--- src/rtl/decoder_rr_arbiter.sv ---
// Four-requester round-robin arbiter driving a 2-to-4 enabled decoder, with a forced dead cycle between grants.
// Optional owner preemption after HOLD_MAX contended cycles is built when ARB_TIMEOUT_EN is defined.
module decoder_rr_arbiter #(
  parameter int HOLD_MAX = 8,
  parameter int CNT_W    = 4
) (
  input  logic       clk,
  input  logic       rst_n,
  input  logic [3:0] req,
  output logic [1:0] sel,
  output logic       sel_en,
  output logic [3:0] gnt,
  output logic       busy
);

  typedef enum logic {
    IDLE  = 1'b0,
    GRANT = 1'b1
  } state_t;

  localparam bit CFG_OK = (HOLD_MAX >= 1) && (HOLD_MAX <= 15) && ((2 ** CNT_W) > HOLD_MAX);

  if (!CFG_OK) begin : g_cfg_error
    $error("decoder_rr_arbiter: HOLD_MAX must be 1..15 and fit in CNT_W bits");
  end

  state_t     state_r, state_s;
  logic [1:0] ptr_r, ptr_s;
  logic [1:0] sel_r, sel_s;
  logic       sel_en_r, sel_en_s;
  logic [3:0] gnt_r, gnt_s;
  logic       busy_r;
  logic [1:0] pick_s;
  logic       others_s;
  logic       release_s;
  logic       preempt_s;

  // First requester at or after the pointer, wrapping modulo 4
  function automatic logic [1:0] rr_pick(input logic [3:0] req_v, input logic [1:0] ptr_v);
    logic [1:0] idx;
    rr_pick = ptr_v;
    for (int i = 3; i >= 0; i--) begin
      idx = ptr_v + 2'(i);
      if (req_v[idx]) begin
        rr_pick = idx;
      end
    end
  endfunction

  // Model of the downstream 2-to-4 enabled decoder
  function automatic logic [3:0] dec2to4(input logic [1:0] a, input logic en);
    dec2to4 = en ? (4'b0001 << a) : 4'b0000;
  endfunction

  assign pick_s    = rr_pick(req, ptr_r);
  assign others_s  = |(req & ~gnt_r);
  assign release_s = ~req[sel_r];

`ifdef ARB_TIMEOUT_EN
  localparam logic [CNT_W-1:0] HOLD_LAST = CNT_W'(HOLD_MAX - 1);

  logic [CNT_W-1:0] hold_cnt_r, hold_cnt_s;

  assign preempt_s = others_s && (hold_cnt_r == HOLD_LAST);

  // Hold counter: counts contended cycles of the current owner, clears otherwise
  always_comb begin
    hold_cnt_s = hold_cnt_r;
    if ((state_r == GRANT) && (state_s == GRANT)) begin
      if (others_s && (hold_cnt_r != HOLD_LAST)) begin
        hold_cnt_s = hold_cnt_r + CNT_W'(1);
      end else if (others_s) begin
        hold_cnt_s = hold_cnt_r;
      end else begin
        hold_cnt_s = {CNT_W{1'b0}};
      end
    end else begin
      hold_cnt_s = {CNT_W{1'b0}};
    end
  end

  // Hold counter register
  always_ff @(posedge clk or negedge rst_n) begin
    if (!rst_n) begin
      hold_cnt_r <= {CNT_W{1'b0}};
    end else begin
      hold_cnt_r <= hold_cnt_s;
    end
  end
`else
  assign preempt_s = 1'b0;
`endif

  // Next state and next registered outputs
  always_comb begin
    state_s  = state_r;
    sel_s    = sel_r;
    sel_en_s = 1'b0;
    ptr_s    = ptr_r;
    case (state_r)
      IDLE: begin
        if (|req) begin
          state_s  = GRANT;
          sel_s    = pick_s;
          sel_en_s = 1'b1;
          ptr_s    = pick_s + 2'd1;
        end else begin
          state_s  = IDLE;
        end
      end
      GRANT: begin
        // Leaving GRANT always passes through IDLE, giving the break-before-make gap
        if (release_s || preempt_s) begin
          state_s  = IDLE;
        end else begin
          state_s  = GRANT;
          sel_en_s = 1'b1;
        end
      end
      default: begin
        state_s  = IDLE;
      end
    endcase
    gnt_s = dec2to4(sel_s, sel_en_s);
  end

  // State, pointer and output registers
  always_ff @(posedge clk or negedge rst_n) begin
    if (!rst_n) begin
      state_r  <= IDLE;
      ptr_r    <= 2'd0;
      sel_r    <= 2'd0;
      sel_en_r <= 1'b0;
      gnt_r    <= 4'b0000;
      busy_r   <= 1'b0;
    end else begin
      state_r  <= state_s;
      ptr_r    <= ptr_s;
      sel_r    <= sel_s;
      sel_en_r <= sel_en_s;
      gnt_r    <= gnt_s;
      busy_r   <= sel_en_s;
    end
  end

  assign sel    = sel_r;
  assign sel_en = sel_en_r;
  assign gnt    = gnt_r;
  assign busy   = busy_r;

endmodule

--- config.mk ---
export PLATFORM = sky130hd
export DESIGN_NAME = decoder_rr_arbiter
export DESIGN_NICKNAME = d
export VERILOG_FILES = /design/src/rtl/decoder_rr_arbiter.sv
export SDC_FILE = /design/constraint.sdc
export NUM_CORES = 1
export LEC_CHECK = 0
export CAP_MARGIN = 5
export CORE_AREA = 2 2 39 41
export DETAILED_ROUTE_END_ITERATION = 8
export DIE_AREA = 0 0 41 43
export PLACE_DENSITY = 0.76
export SYNTH_ARGS = -nofsm -noshare
export SYNTH_HDL_FRONTEND = slang
export SYNTH_SLANG_ARGS = --single-unit
--- constraint.sdc ---
create_clock -name clk -period 2.2 [get_ports clk]
set_input_delay 0.44 -clock clk [delete_from_list [all_inputs] [get_ports clk]]
set_output_delay 0.44 -clock clk [all_outputs]
set_load 0.02 [all_outputs]
==> metrics.yaml <==
clocking:
  path_clk_slew_ps: 70
  root_buffer: "clkbuf_4"
  cts_resized: 0
  cts_setup_buffers: 0
  worstSkewPairLatency_ps: 260
  clk_path_buf_depth: 2
  holdBufCountCts: 0
  cts_tree: "done"
  h-tree-depth: 1
  cts_made_buffers: 3
  cts.sinks: 9
critical_path:
  critPathCapture: "gnt[1]"
  crit_fanout: 11
  r2r.worst_path.cells: 5
  cp_slowest_cell: "clkdlybuf4s50_1"
  r2r_end: "ptr_r[1]"
  timing.critical_path.from: "req[3]"
  cp_num_cells: 5
  crit_arrival_ps: 2110
  r2r_start: "ptr_r[1]"
  end_kind: "register"
  r2r_slack_ps: 680
  critPathRequiredTime_ps: 2390
  max_stage_delay_ps: 630
  crit_family: "simple AND/OR/NAND/NOR gates"
  path_buf_inv: 1
  critical_path_class: "input port to register"
  startpoint_type: "input port"
  cp_cell_sequence: "clkdlybuf4s50_1, nor4_2, nor2_1, nand2_1, o21ai_1"
placed_design:
  placed_area_um2: 667
  dp.cells: 85
  gp_congestion: 0.762
  hpwl_um: 905
  port_buffers: 13
yosys:
  synthSimpleGateAreaFrac: 0.203
  synth_compound_area_frac: 0.294
  synth_nets: 64
  yosys.area_share.adder: 0
  avgSynthCellArea_um2: 9.23
  syn_area_um2: 536
  yosysSeqAreaShare: 0.421
  synth_top_family_by_area: "compound AO/OA/AOI/OAI gates"
  synth.area.top_cells: "dfrtp_1 42%, nand2_1 4.2%, nor2_1 4.2%"
  ys_ff_latch: 9
  synth_top_cell_area_share: 0.421
  ys_types: 28
  netlist_instances: 58
  synth_warnings: 0
  yosysTopAreaCell: "dfrtp_1"
  synth_mux_area_frac: 0.0187
  synth_xor_xnor_area_share: 0
cells_and_area:
  area_delta_synth_final_pct: 29.4
  drive_gt1_frac: 0.0959
  instances_no_fill: 89
  nets: 80
  utilization: 0.501
  stdcell_area_um2: 693
  antenna_cells: 0
  n_fill_cell: 138
sta:
  final-max-slew-violation-count: 0
  worst_pin_slew_ps: 636
  timing.hold.ws_ps: 473
  max_slew_margin: 0.574
  post-route-period-util: 0.875
  setup_violations: 0
  skew_ps: 9.62
  hold_violations: 0
  rsz0062_at_grt: "no"
  final.setup.tns_ps: 0
  max_freq_mhz: 519
  period_needed_ps: 1930
drt:
  dr_total_vias: 492
  drt_wl_total_um: 1210
  route.detailed.drc: 0
  viasPerCell: 5.53
  drt_iter0_markers: 13
  final_antenna_net_count: 0
  first_pass_iters: 5
  wl_per_cell_um: 13.5
global_route:
  grt_pass1_vias: 463
  grt.total_usage: 0.164
  antenna_found_initial: 0
  grt_pass1_wl_um: 1930
  overflow: 0
  grt_max_degree: 12
floorplanning:
  die_h_um: 43
  die_x_um: 41
  dieArea_um2: 1760
  start_util: 0.387
  core_area_um2: 1380
  ios: 14
  rows: 14
power:
  p_per_area_nw_per_um2: 1440
  max-vdd-ir-drop_v: 0.000466
  leakagePower_uw: 0.000277
run_status:
  status: "completed"
job:
  max_cap_violations: 0
hold_path:
  hold_class: "input port to async pin"
layout make-up:
| class | count | area (um2) | area share |
|---|---|---|---|
| clock buffer | 4 | 26.3 | 0.0379 |
| inverter | 4 | 15.0 | 0.0217 |
| multi-input combinational | 43 | 277 | 0.399 |
| tap | 16 | 20.0 | 0.0289 |
| timing repair buffer | 13 | 130 | 0.188 |
| sequential | 9 | 225 | 0.325 |
through the flow:
| stage | total power (uW) | setup WS [ps] |
|---|---|---|
| 2_1_floorplan | 682 | 846 |
| 3_3_place_gp | 854 | 101 |
| 3_5_place_dp | 872 | 31.3 |
| 4_1_cts | 999 | 292 |
| 5_1_grt | 1080 | 156 |
| 6_report | 995 | 275 |
worst register-to-register path, cell delays in order (launching register included):
cell and delay [ps]:
dfrtp_1 460, nand2b_1 160, a21oi_1 80, a211oi_2 370
nand2_1 90, o221a_1 240
flip-flops by register name, indices dropped and copies added (netlist names):
| name | cells |
|---|---|
| busy | 1 |
| sel | 2 |
| ptr_r | 2 |
| gnt | 4 |
routing by layer:
layer  share of wire  track usage  up-vias  routed length (um)
li1                -            -      244                   -
met1            0.44        0.203      230                 525
met2            0.51        0.250       16                 609
met3           0.046       0.0314        2                  56
met4           0.012        0.100        0                  14
met5               0            0        -                   0
how the worst min path moves through the flow:
stage,from,to,slack [ps],cells after the start
after global routing,rst_n,gnt[1],500,1
after detailed placement,ptr_r[0],ptr_r[0],550,1
after CTS,rst_n,sel[1],480,1
final,rst_n,sel[1],470,1
after floorplan,rst_n,busy,140,0
after global placement,ptr_r[0],ptr_r[0],550,1
cells in the final DEF (no fill, tap or decap), types with 2 or more instances in the layout:
master,netlist,final
o22ai_1,2,2
inv_1,4,4
nand2_1,6,6
o21ai_1,2,2
clkdlybuf4s50_1,0,13
clkbuf_4,0,3
o21ai_0,4,4
o32ai_1,2,2
nor2_1,6,6
a21oi_1,2,2
dfrtp_1,9,9
nand2b_1,3,3
cells by family after synthesis:
family / count (synthesis)
AND/OR/NAND/NOR: 21
buffers and inverters: 6
multiplexers: 1
AO/OA/AOI/OAI: 21
flip-flops: 9
synth_stat cells:
library cell  instances
a2111oi_0             1
a211oi_2              1
a21o_1                1
a21oi_1               2
a221oi_2              1
buf_4                 1
buf_6                 1
dfrtp_1               9
inv_1                 4
mux2i_1               1
nand2_1               6
nand2b_1              3
nand3_1               1
nand4b_1              1
nor2_1                6
nor2b_1               1
nor3_1                1
nor3b_1               1
nor4_2                1
o21a_1                1
o21a_2                1
o21ai_0               4
o21ai_1               2
o21bai_1              1
o221a_1               1
o22ai_1               2
o32ai_1               2
o41ai_1               1
power by group:
| group | switching (uW) | leakage (uW) | internal [uW] | total [uW] |
|---|---|---|---|---|
| sequential | 85.6 | 0.000111 | 244 | 330 |
| clock | 59.6 | 0.0000150 | 69.9 | 130 |
| combinational | 284 | 0.000151 | 251 | 536 |
Note: power is estimated with default switching activity, not from simulation.
==> RTL edit, RTL diff (same flow settings) <==
Build with the macro `ARB_TIMEOUT_EN` defined.
--- a/src/rtl/decoder_rr_arbiter.sv
+++ b/src/rtl/decoder_rr_arbiter.sv
@@ -1,4 +1,6 @@
 // Four-requester round-robin arbiter driving a 2-to-4 enabled decoder, with a forced dead cycle between grants.
 // Optional owner preemption after HOLD_MAX contended cycles is built when ARB_TIMEOUT_EN is defined.
+`define ARB_TIMEOUT_EN
+
 module decoder_rr_arbiter #(
   parameter int HOLD_MAX = 8,
Behaviour: not the same (a bounded check fails within 10 cycles, from zero or initial values and one cycle with rst_n low).
==> RTL edit against the original RTL <==
Wire length grew 18%; core utilization grew 19 points; synthesized area grew 43%; sequential cell count grew 4; worst setup slack gained 0.037 ns; non-clock buffer count grew 5; final area grew 38%; total power grew 21%; largest cell class unchanged.
==> RTL edit: results (changes against the original RTL) <==
[critical_path]
cpPeakStageDelay_ns = 0.67  ; was 0.63 ns
regToRegSetupSlack_ns = 0.63  ; was 0.68 ns
slowest_stage = clkdlybuf4s50_1  ; unchanged
r2r-start = ptr_r[1]$_DFFE_PN0P_  ; unchanged
r2r-end = gnt[1]$_DFF_PN0_  ; was ptr_r[1]$_DFFE_PN0P_
crit_fanout = 9  ; was 11
ff2ff_path_depth = 5  ; unchanged
path_delay_family = buffers and inverters  ; was simple AND/OR/NAND/NOR gates
arrival_ns = 1.45  ; was 2.11 ns

[yosys]
synth_area_um2 = 764  ; was 536 um^2
netlist_top_cells_area = dfrtp_1 (43%), nor2_1 (4.9%), nand2b_1 (4.1%), a21oi_1 (2.6%), mux2i_1 (2.6%)  ; was dfrtp_1 (42%), nand2_1 (4.2%), nor2_1 (4.2%), o21ai_0 (3.7%), nand2b_1 (3.5%)
synthAdderAreaFrac_pct = 1.64  ; was 0%
synth_nets = 82  ; was 64
muxShareOfSynthArea_pct = 4.58  ; was 1.87%
synth-xor-area-share_pct = 3.44  ; was 0%
synthArstFlopShare_pct = 100  ; unchanged
synthTopCellsByCount = dfrtp_1 (13), nor2_1 (10), nand2b_1 (5), a21oi_1 (4)  ; was dfrtp_1 (9), nand2_1 (6), nor2_1 (6), inv_1 (4), o21ai_0 (4)
synth_compound_gate_area_share_pct = 16.7  ; was 29.4%
syn_inst = 75  ; was 58
ys_seq_area_share_pct = 42.6  ; was 42.1%
synth.distinct_cells = 35  ; was 28
yosysWarningCount = 0  ; unchanged

[grt]
grt_pass1_vias = 516  ; was 463
grt_pass1_wl_um = 2230  ; was 1930 um
grt_max_degree = 14  ; was 12
grt_usage_pct = 18.9  ; was 16.4%
overflow = 0  ; unchanged

[worst_hold_path]
hp-class = reg2reg  ; was in2async
hold_path_startpoint = hold_cnt_r[0]$_DFFE_PN0P_
hold_end = hold_cnt_r[0]$_DFFE_PN0P_

[cts]
post_cts_buffers = 0  ; unchanged
clk_pin_slew_ns = 0.07  ; about the same
root_buffer = clkbuf_4  ; unchanged
h-tree-depth = 1  ; unchanged
clock_path_buffers = 2  ; unchanged
clk_latency_ns = 0.26  ; about the same
cts_resized = 0  ; unchanged
numCtsBuffers = 3  ; unchanged
cts_hold_buf = 0  ; unchanged

[layout]
drive_gt1_share_pct = 19.1  ; was 9.59%
fin_nets = 102  ; was 80
nFillCells = 107  ; was 138
instances_no_fill = 110  ; was 89
diodes = 0  ; unchanged

[sta]
holdWs_ns = 0.461  ; was 0.473 ns
slew_headroom_pct = 61.0  ; was 57.4%
setup_tns_ns = 0  ; unchanged
skew_ns = 0.000605  ; was 0.00962 ns

[run_status]
status = finished, final reports clean  ; unchanged

[pwr]
peakVddDrop_mv = 0.923  ; was 0.466 mV
leakage_uw = 0.000420  ; was 0.000277 uW

[placed_design]
hpwl_um = 1090  ; was 905 um
place.gp.congestion = 0.742  ; was 0.762

[routing]
vias = 593  ; was 492
drtIter0Drc = 11  ; was 13
drt-pass1-iter-count = 4  ; was 5
routedWlPerCell_um = 13.0  ; was 13.5 um

RTL edit: power by group:
group          switching, uW  internal, uW  total (uW)
Combinational            309           328         637
Sequential               105           324         429
Clock                   69.9          70.1         140
Total                    484           722        1210
RTL edit: how the worst max path moves through the flow:
| stage | start | end | slack (ns) | cells past startpoint |
|---|---|---|---|---|
| finish | busy$_DFF_PN0_ | sel_en | 0.31 | 1 |
| global route | busy$_DFF_PN0_ | busy | 0.27 | 1 |
| CTS | busy$_DFF_PN0_ | sel_en | 0.29 | 1 |
| detailed placement | req[0] | gnt[3]$_DFF_PN0_ | 0.06 | 6 |
| global placement | req[2] | gnt[1]$_DFF_PN0_ | 0.06 | 6 |
| floorplan | req[1] | gnt[3]$_DFF_PN0_ | 0.60 | 5 |
RTL edit: final cells by class:
type	instances	area, um^2	area share [%]
Timing Repair Buffer	18	168	17.6
Inverter	3	11.3	1.18
Tap cell	16	20.0	2.10
Sequential cell	13	325	34.1
Multi-Input combinational cell	56	404	42.3
Clock buffer	4	26.3	2.75
RTL edit: through the flow:
step           area, um^2  setup slack (ns)
6_report              955             0.312
3_5_place_dp          928            0.0637
5_1_grt               955             0.269
4_1_cts               955             0.289
3_3_place_gp          928            0.0649
2_1_floorplan         764             0.597
RTL edit: layer usage:
layer | vias up | GRT usage [%] | share of wire (%)
met3 | 2 | 2.62 | 3.4
met5 | - | 0 | 0
met2 | 11 | 25.6 | 45
met1 | 273 | 28.4 | 51
li1 | 307 | - | -
met4 | 0 | 10.0 | 0.63
RTL edit: cells by family (layout without fill, tap and decap cells):
| family | after synthesis | in the layout |
|---|---|---|
| AO/OA/AOI/OAI | 16 | 16 |
| buffers and inverters | 6 | 25 |
| adder cells (fa/ha/maj) | 1 | 1 |
| AND/OR/NAND/NOR | 33 | 33 |
| XOR/XNOR | 3 | 3 |
| multiplexers | 3 | 3 |
| flip-flops | 13 | 13 |
